File: src/rtl/serial_arb_pkg.sv
// Shared types and helpers for the serial_2wire round-robin arbiter.
package serial_arb_pkg;

    typedef enum logic [1:0] {
        ST_IDLE   = 2'd0,
        ST_GRANT  = 2'd1,
        ST_ACTIVE = 2'd2,
        ST_DRAIN  = 2'd3
    } t_arb_state;

    // Next round-robin start index after idx, wrapping at n.
    function automatic int rr_next(input int idx, input int n);
        return (idx + 1 >= n) ? 0 : idx + 1;
    endfunction

endpackage

File: src/rtl/arb_rr_pick.sv
// Rotating-priority picker: first set request at or above ptr, with wrap-around.
module arb_rr_pick #(
    parameter int N  = 2,
    parameter int IW = 1
) (
    input  logic [N-1:0]  req,
    input  logic [IW-1:0] ptr,
    output logic [IW-1:0] idx,
    output logic          valid
);

    // Walk offsets from farthest to nearest so the nearest set request wins.
    always_comb begin
        idx   = '0;
        valid = 1'b0;
        for (int i = N - 1; i >= 0; i--) begin
            int cand;
            cand = int'(ptr) + i;
            if (cand >= N) begin
                cand = cand - N;
            end
            if (req[cand]) begin
                idx   = IW'(cand);
                valid = 1'b1;
            end
        end
    end

endmodule

File: src/rtl/serial_2wire_arbiter.sv
// Shares one serial_2wire master between NUM_REQ requesters, one whole
// transaction per grant, round-robin between transactions.
module serial_2wire_arbiter
    import serial_arb_pkg::*;
#(
    parameter int NUM_REQ       = 2,
    parameter int BITS          = 8,
    parameter int ADDR_BITS     = 8,
    parameter int DRAIN_TIMEOUT = 1_000_000,
    parameter int IDX_BITS      = $clog2(NUM_REQ)
) (
    input  logic                               in_clk,
    input  logic                               in_rst,
    input  logic [NUM_REQ-1:0]                 in_req_enable,
    input  logic [NUM_REQ-1:0]                 in_req_write,
    input  logic [NUM_REQ-1:0][ADDR_BITS-1:0]  in_req_addr_write,
    input  logic [NUM_REQ-1:0][ADDR_BITS-1:0]  in_req_addr_read,
    input  logic [NUM_REQ-1:0][BITS-1:0]       in_req_data,
    output logic [NUM_REQ-1:0]                 out_req_grant,
    output logic [NUM_REQ-1:0]                 out_req_ready,
    output logic [NUM_REQ-1:0]                 out_req_next_word,
    output logic [NUM_REQ-1:0]                 out_req_err,
    output logic [BITS-1:0]                    out_req_data,
    output logic                               out_ser_enable,
    output logic                               out_ser_write,
    output logic [ADDR_BITS-1:0]               out_ser_addr_write,
    output logic [ADDR_BITS-1:0]               out_ser_addr_read,
    output logic [BITS-1:0]                    out_ser_data,
    input  logic                               in_ser_ready,
    input  logic                               in_ser_err,
    input  logic                               in_ser_next_word,
    input  logic [BITS-1:0]                    in_ser_data,
    output logic [IDX_BITS-1:0]                out_owner,
    output logic                               out_busy,
    output logic                               out_timeout,
    output t_arb_state                         out_state
);

    localparam int CNT_W = $clog2(DRAIN_TIMEOUT) + 1;

    t_arb_state          state;
    logic [IDX_BITS-1:0] owner;
    logic [IDX_BITS-1:0] rr_ptr;
    logic [IDX_BITS-1:0] pick_idx;
    logic                pick_valid;
    logic [NUM_REQ-1:0]  grant;
    logic [NUM_REQ-1:0]  err;
    logic [CNT_W-1:0]    drain_cnt;
    logic                timeout;
    logic                busy;
    logic                owner_en;
    logic                active;
    logic                routed;

    arb_rr_pick #(
        .N  (NUM_REQ),
        .IW (IDX_BITS)
    ) u_pick (
        .req   (in_req_enable),
        .ptr   (rr_ptr),
        .idx   (pick_idx),
        .valid (pick_valid)
    );

    assign owner_en = in_req_enable[owner];
    assign active   = (state == ST_ACTIVE);
    assign routed   = (state == ST_ACTIVE) || (state == ST_DRAIN);

    // Zero-latency mux: requesters may update data in the next_word cycle.
    always_comb begin
        out_ser_enable     = 1'b0;
        out_ser_write      = 1'b0;
        out_ser_addr_write = '0;
        out_ser_addr_read  = '0;
        out_ser_data       = '0;
        out_req_ready      = '0;
        out_req_next_word  = '0;
        if (active) begin
            out_ser_enable     = owner_en;
            out_ser_write      = in_req_write[owner];
            out_ser_addr_write = in_req_addr_write[owner];
            out_ser_addr_read  = in_req_addr_read[owner];
            out_ser_data       = in_req_data[owner];
        end
        if (routed) begin
            out_req_ready[owner]     = in_ser_ready;
            out_req_next_word[owner] = in_ser_next_word;
        end
    end

    always_ff @(posedge in_clk or posedge in_rst) begin
        if (in_rst) begin
            state     <= ST_IDLE;
            owner     <= '0;
            rr_ptr    <= '0;
            grant     <= '0;
            err       <= '0;
            drain_cnt <= '0;
            timeout   <= 1'b0;
            busy      <= 1'b0;
        end else begin
            timeout <= 1'b0;
            case (state)
                ST_IDLE: begin
                    if (in_ser_ready && pick_valid) begin
                        owner <= pick_idx;
                        grant <= NUM_REQ'(1) << pick_idx;
                        busy  <= 1'b1;
                        state <= ST_GRANT;
                    end
                end
                ST_GRANT: begin
                    drain_cnt <= '0;
                    state     <= owner_en ? ST_ACTIVE : ST_DRAIN;
                end
                ST_ACTIVE: begin
                    if (in_ser_err) begin
                        err[owner] <= 1'b1;
                    end
                    if (!owner_en) begin
                        drain_cnt <= '0;
                        state     <= ST_DRAIN;
                    end
                end
                ST_DRAIN: begin
                    if (in_ser_ready || (drain_cnt == CNT_W'(DRAIN_TIMEOUT - 1))) begin
                        timeout <= !in_ser_ready;
                        grant   <= '0;
                        err     <= '0;
                        busy    <= 1'b0;
                        rr_ptr  <= IDX_BITS'(rr_next(int'(owner), NUM_REQ));
                        state   <= ST_IDLE;
                    end else begin
                        drain_cnt <= drain_cnt + CNT_W'(1);
                    end
                end
                default: state <= ST_IDLE;
            endcase
        end
    end

    assign out_req_grant = grant;
    assign out_req_err   = err;
    assign out_req_data  = in_ser_data;
    assign out_owner     = owner;
    assign out_busy      = busy;
    assign out_timeout   = timeout;
    assign out_state     = state;

endmodule

File: config.mk
export PLATFORM = sky130hd
export DESIGN_NAME = serial_2wire_arbiter
export DESIGN_NICKNAME = d
export VERILOG_FILES = /design/src/rtl/serial_arb_pkg.sv /design/src/rtl/arb_rr_pick.sv /design/src/rtl/serial_2wire_arbiter.sv
export SDC_FILE = /design/constraint.sdc
export NUM_CORES = 1
export LEC_CHECK = 0
export CAP_MARGIN = 20
export CORE_AREA = 2 2 78 80
export CTS_CLUSTER_DIAMETER = 80
export CTS_CLUSTER_SIZE = 30
export DETAILED_ROUTE_END_ITERATION = 10
export DIE_AREA = 0 0 80 82
export PLACE_DENSITY = 0.82
export SYNTH_ARGS = -nofsm -noshare
export SYNTH_HDL_FRONTEND = slang
export SYNTH_SLANG_ARGS = --single-unit
export TNS_END_PERCENT = 100
File: constraint.sdc
create_clock -name in_clk -period 3.5 [get_ports in_clk]
set_clock_uncertainty 0.2 [all_clocks]
set_input_delay 0.7 -clock in_clk [delete_from_list [all_inputs] [get_ports in_clk]]
set_output_delay 0.7 -clock in_clk [all_outputs]
set_load 0.005 [all_outputs]
==> results of run 1 <==
[Yosys cell counts (all sizes together)]
master / number
nand2: 34
nor2: 33
dfrtp: 31
mux2i: 28
buf: 15
nand3: 13
a31oi: 12
clkbuf: 11
o21ai: 9
and3: 8
o211ai: 8
inv: 7
a21oi: 6
ha: 6
nor3: 6
a21o: 5
or4: 5
nand4: 4
nand4b: 4
o21a: 4
a41oi: 3
mux2: 2
nor3b: 2
or3: 2
a211o: 1
a21boi: 1
a221oi: 1
a22o: 1
a2bb2oi: 1
a32oi: 1
and4: 1
nand2b: 1
o211a: 1
o2bb2ai: 1
o311ai: 1
o31ai: 1
o32ai: 1
or2: 1
or4b: 1
or4bb: 1
[routing by layer]
| metal | global-route usage, % | wire length, um | up-vias | part of all wire [%] |
|---|---|---|---|---|
| met5 | 0 | 0 | - | 0 |
| met4 | 6.10 | 87 | 0 | 1.3 |
| met3 | 4.84 | 538 | 10 | 8.0 |
| met2 | 33.8 | 3290 | 83 | 49 |
| met1 | 24.0 | 2820 | 1135 | 42 |
| li1 | - | - | 1163 | - |
[stage by stage]
step | cells | hold WS [ns] | instance area [um^2] | setup slack [ns]
final | 434 | 0.304 | 3360 | 0.326
after global routing | 434 | 0.342 | 3360 | 0.152
after CTS | 434 | 0.307 | 3360 | 0.293
after detailed placement | 426 | 0.292 | 3260 | 0.490
after global placement | 426 | 0.291 | 3260 | 0.552
after floorplan | 274 | 0.271 | 2290 | 1.00
[kinds of logic after synthesis]
logic type,after synthesis,share of synthesized area (%)
DFF,31,33.9
muxes,30,13.2
buffers and inverters,33,7.54
and+or+nand+nor,116,24.6
AOI/OAI and AO/OA,58,17.4
adders and majority gates,6,3.28
[sequential cells by signal (all words and copies together), names as in the netlist]
signal,count
out_owner,1
drain_cnt,21
out_req_err,2
out_timeout,1
rr_ptr,1
out_busy,1
out_req_grant,2
out_state,2
[power groups by stage]
stage	registers, mW	clock network, mW	logic [mW]
final	0.495	0.307	1.15
after global routing	0.509	0.334	1.25
after CTS	0.496	0.313	1.16
after detailed placement	0.502	0	1.15
after global placement	0.495	0	1.13
after floorplan	0.463	0	0.675
[worst max-delay path, cell delays in order, from the launching register on]
cell	delay [ns]
dfrtp_1	0.40
inv_1	0.12
ha_1	0.28
inv_1	0.14
buf_4	0.29
nand2_1	0.12
and3_1	0.20
clkdlybuf4s50_1	0.45
[final timing paths]
check	startpoint	to	slack (ns)	cells after the start
worst min-delay path	drain_cnt[19]	drain_cnt[19]	0.30	1
worst max-delay path	out_state[0]	out_req_ready[1]	0.33	7
min in group asynchronous	in_rst	drain_cnt[11]	0.60	3
worst min register to register	drain_cnt[19]	drain_cnt[19]	0.30	1
worst max register to register	drain_cnt[10]	drain_cnt[17]	0.81	6
max in group asynchronous	in_rst	out_state[0]	2.21	3
[layout make-up]
| type | instances | area (um^2) |
|---|---|---|
| clock buffer | 8 | 100 |
| timing repair buffer | 103 | 1020 |
| tap | 75 | 93.8 |
| multi-input combinational | 210 | 1340 |
| inverter | 7 | 26.3 |
| sequential | 31 | 776 |
| fill | 491 | 2380 |
==> impl_metrics.csv, run 1 <==
group,metric,value,unit
flow_run,cap_viol_max_count,0,
floorplanning,rows,28,
outcome,outcome,"finished, final reports clean",
synth,synth_area_leaders,"dfrtp_1 34%, mux2i_1 12%, nand2_1 5.6%",
cells_and_area,fin_util,58.5,%
global_routing,overflow,0,
global_routing,grt_max_degree,32,
floorplanning,io_pins,112,
placement,gp_congestion,0.818,
global_routing,antenna_found_initial,0,
floorplanning,chipHeight,82,um
critical_path,worstSetupPathType,"flop to output port",
timing,rsz0062_at_grt,"false",
cells_and_area,num_antenna_cells,0,
cells_and_area,mostFrequentLayoutCells,"95 x clkdlybuf4s50_1, 34 x nand2_1, 33 x nor2_1",
power,p_sw,0.749,mW
route,post_drt_wl_per_cell,15.5,um
timing,tns,0,ns
timing,fin_crit_sh,90.7,%
floorplanning,die_area,0.00656,mm^2
power,p_int,1.21,mW
synth,synth_area,0.00229,mm^2
clock_network,clk_pin_slew,0.06,ns
timing,slew_headroom,36.2,%
critical_path,end_kind,"output port",
synth,yosysTopAreaCell,"dfrtp_1",
critical_path,worst_setup_path_start_kind,"flop",
power,pwr_density_cell,582,mW/mm^2
synth,syn-num-nets,345,
floorplanning,die_w,80,um
clock_network,cts_buffer_depth,2,
power,p_clk_share,15.7,%
critical_path,cp.required,2.60,ns
clock_network,post-cts-setup-buffer-count,0,
floorplanning,start_util,39.9,%
global_routing,grt_pass1_wl,10100,um
route,viasPerCell,5.51,
power,pwr-share-comb,59.0,%
global_routing,grt_pass1_vias,2087,
power,p_seq_share,25.3,%
timing,fin_crit,3.17,ns
cells_and_area,drive_gt1_share,5.01,%
route,drcViolationCount,0,
critical_path,cp_max_fo,26,
route,vias,2391,
clock_network,cts_hold_buf,0,
global_routing,track_usage,19.6,%
synth,ys_ff_latch,31,
timing,fmax,0.315,GHz
floorplanning,coreArea,0.00575,mm^2
cells_and_area,layout_commonest_cell,"clkdlybuf4s50_1",
route,drt-total-wl,6730,um
clock_network,numCtsBuffers,5,
synth,synth_cell_types,44,
synth,avgSynthCellArea,8.36,um^2
timing,tightestPinTransition,0.949,ns
clock_network,clk_latency,0.28,ns
route,drt_pre_antenna_iters,4,
min_path,hp-class,"flop to flop",
synth,synth_top_area_share,33.9,%
timing,finalHoldViolCount,0,
synth,ys_warn_count,0,
critical_path,cp.arrival,2.27,ns
clock_network,h-tree-depth,2,
route,ant_nets,0,
clock_network,cts_root_buf,"clkbuf_8",
route,drtIter0Drc,121,
clock_network,cts_resized,0,
power,switching_share,38.3,%
synth,synth_cells,274,
cells_and_area,area_delta_synth_final,46.8,%
clock_network,cts_tree,"built",
power,ir_drop,0.274,mV
placement,port_buffers,95,
clock_network,clock-sinks,31,
timing,setup_viol,0,
placement,hpwl,5150,um
synth,ys_seq_area_share,33.9,%
cells_and_area,fin_nets,429,
power,power_leakage,1.44,nW
timing,slew_violations,0,
power,power,1.96,mW
(Power assumes the default switching activity.)
==> inputs of run 2 (changes only) <==
--- a/config.mk
+++ b/config.mk
@@ -6,13 +6,14 @@
 export NUM_CORES = 1
 export LEC_CHECK = 0
 export CAP_MARGIN = 20
-export CORE_AREA = 2 2 78 80
+export CORE_AREA = 2 2 79 81
 export CTS_CLUSTER_DIAMETER = 80
 export CTS_CLUSTER_SIZE = 30
 export DETAILED_ROUTE_END_ITERATION = 10
-export DIE_AREA = 0 0 80 82
-export PLACE_DENSITY = 0.82
+export DIE_AREA = 0 0 81 83
+export PLACE_DENSITY = 0.8
 export SYNTH_ARGS = -nofsm -noshare
 export SYNTH_HDL_FRONTEND = slang
+export SYNTH_HIERARCHICAL = 1
 export SYNTH_SLANG_ARGS = --single-unit
 export TNS_END_PERCENT = 100
==> run 2 against run 1 <==
Net effect: non-clock buffer count fell by 3; synthesized cell count fell by 2.2%; first-iteration DRC count rose by 43%; largest cell class unchanged; hold slack got worse by 0.0079 ns; critical endpoint is now out_ser_addr_write[6]; wire length fell by 2.5%; maximum frequency fell by 0.44%; critical path depth fell by 1; clock-buffer cell count did not move; power fell by 2.1%.
==> impl_metrics.csv, run 2 <==
group,metric,value,unit
timing,tns,0,ns
synth,synth_edf_count,0,
critical_path,cp.arrival,2.29,ns
synth,synth_cells,268,
timing,fmax,0.314,GHz
critical_path,worst_setup_path_start_kind,"flop",
power,p_clk_share,16.2,%
timing,tightestPinTransition,0.674,ns
clock_network,cts_resized,0,
power,p_int,1.17,mW
critical_path,crit_chain,"inv_1, ha_1, inv_1, buf_4, nor2_1, clkdlybuf4s50_1",
cells_and_area,layout_commonest_cell,"clkdlybuf4s50_1",
critical_path,critical_path.top_delay_family,"buffers and inverters",
clock_network,clock-sinks,31,
route,drcViolationCount,0,
clock_network,cts_buffer_depth,2,
cells_and_area,fin_util,57.9,%
clock_network,clk_latency,0.29,ns
synth,synth-async-reset-ratio,100,%
timing,finalHoldViolCount,0,
power,pwr_density_cell,568,mW/mm^2
timing,setup_viol,0,
synth,syn-num-nets,339,
clock_network,cts_root_buf,"clkbuf_8",
global_routing,grt_pass1_wl,10900,um
power,power_leakage,1.36,nW
synth,avgSynthCellArea,8.61,um^2
min_path,hp-class,"flop to flop",
floorplanning,rows,28,
critical_path,end_kind,"output port",
critical_path,slowest_delay,0.52,ns
synth,yosysTopAreaCell,"dfrtp_1",
floorplanning,die_w,81,um
power,switching_share,39.0,%
synth,ys_ff_latch,31,
global_routing,overflow,0,
synth,yosysMostFrequentCell,"dfrtp_1",
timing,fin_crit,3.19,ns
placement,dp.cells,421,
synth,synth_top_area_share,33.6,%
cells_and_area,largest_register_ffs,21,
route,viasPerCell,5.33,
critical_path,cpMaxStageDelayCell,"clkdlybuf4s50_1",
route,drtIter0Drc,173,
clock_network,clk_pin_slew,0.06,ns
power,ir_drop,0.325,mV
clock_network,h-tree-depth,2,
critical_path,crit_top_cell,"inv_1",
placement,port_buffers,95,
critical_path,worstSetupPathType,"flop to output port",
clock_network,cts_hold_buf,0,
route,ant_nets,0,
timing,slew_violations,0,
cells_and_area,drive_gt1_share,6.21,%
route,drt_pre_antenna_iters,4,
cells_and_area,fin_cells,429,
placement,gp_congestion,0.841,
synth,synth_area_leaders,"dfrtp_1 34%, mux2i_1 12%, nor2_1 4.9%",
synth,synth_cell_types,53,
power,power,1.91,mW
global_routing,grt_pass1_vias,2258,
synth,ys_warn_count,6,
timing,fin_crit_sh,91.1,%
power,p_seq_share,24.5,%
critical_path,crit_buf_inv,4,
cells_and_area,fin_nets,424,
timing,slew_headroom,54.6,%
cells_and_area,stdcell_area,0.00337,mm^2
critical_path,cp_max_fo,18,
route,vias,2287,
route,drt-total-wl,6570,um
flow_run,cap_viol_max_count,0,
floorplanning,coreArea,0.00582,mm^2
global_routing,track_usage,20.0,%
cells_and_area,top_register,"drain_cnt",
floorplanning,die_area,0.00672,mm^2
power,pwr-share-comb,59.2,%
cells_and_area,num_antenna_cells,0,
critical_path,rrSetupSlack,0.78,ns
critical_path,cp.required,2.60,ns
power,p_sw,0.747,mW
synth,synth.top_cells.by_count,"31 x dfrtp_1, 30 x nor2_1, 27 x mux2i_1",
floorplanning,chipHeight,83,um
cells_and_area,area_delta_synth_final,46.0,%
placement,hpwl,5050,um
global_routing,antenna_found_initial,0,
route,post_drt_wl_per_cell,15.3,um
timing,rsz0062_at_grt,"false",
cells_and_area,mostFrequentLayoutCells,"95 x clkdlybuf4s50_1, 31 x dfrtp_1, 30 x nor2_1",
synth,synth-main-ff-cell,"dfrtp_1",
clock_network,post-cts-setup-buffer-count,0,
outcome,outcome,"finished, final reports clean",
floorplanning,io_pins,112,
clock_network,cts_tree,"built",
synth,ys_seq_area_share,33.6,%
placement,place_area,0.00327,mm^2
clock_network,numCtsBuffers,5,
synth,synth_area,0.00231,mm^2
floorplanning,start_util,39.7,%
global_routing,grt_max_degree,32,
[run 2: cell type report]
class	count	area, um^2
well taps	75	93.8
flip-flops and latches	31	776
repair buffers	100	988
inverters	13	48.8
clock buffers	8	100
fillers	520	2450
multi-input cells	202	1360
[run 2: worst paths after layout]
kind,to,from,cells past startpoint
worst max-delay path,out_ser_addr_write[6],out_state[0],6
worst min-delay path,drain_cnt[20],drain_cnt[20],1
worst max register to register,drain_cnt[18],drain_cnt[0],6
max in group asynchronous,drain_cnt[20],in_rst,3
min in group asynchronous,out_busy,in_rst,3
worst min register to register,drain_cnt[20],drain_cnt[20],1
[run 2: cells by family (layout without fill, tap and decap cells)]
kind of cell | Yosys count | in the layout | synth area share, %
adder cells (fa/ha/maj) | 6 | 6 | 3.25
buffers and inverters | 35 | 121 | 7.32
flip-flops | 31 | 31 | 33.6
AND/OR/NAND/NOR | 99 | 99 | 21.7
XOR/XNOR | 1 | 1 | 0.380
AO/OA/AOI/OAI | 67 | 67 | 21.0
multiplexers | 29 | 29 | 12.7
[run 2: stage by stage]
step	setup WS [ns]	hold slack (ns)
floorplan	1.02	0.253
global placement	0.448	0.284
detailed placement	0.360	0.285
CTS	0.307	0.298
global route	0.183	0.335
finish	0.312	0.296
[run 2: worst reg2reg max path, cell delays in order (launching register included)]
cell     delay [ns]
dfrtp_1        0.40
ha_1           0.22
nand3_1        0.24
or4_1          0.72
o21ai_2        0.49
nor3_1         0.10
a211o_1        0.24
[run 2: metal layers]
| layer | wire [um] | track usage (%) | up-vias |
|---|---|---|---|
| li1 | - | - | 1146 |
| met1 | 2890 | 26.4 | 1075 |
| met2 | 3340 | 33.6 | 57 |
| met3 | 264 | 4.02 | 9 |
| met4 | 72 | 4.16 | 0 |
| met5 | 0 | 0 | - |
[run 2: power groups by stage]
stage / clock network, mW / registers, mW / logic [mW]
final: 0.310 / 0.470 / 1.13
after global routing: 0.334 / 0.477 / 1.24
after detailed placement: 0 / 0.476 / 1.14
after floorplan: 0 / 0.464 / 0.650
after global placement: 0 / 0.472 / 1.12
after CTS: 0.319 / 0.471 / 1.14
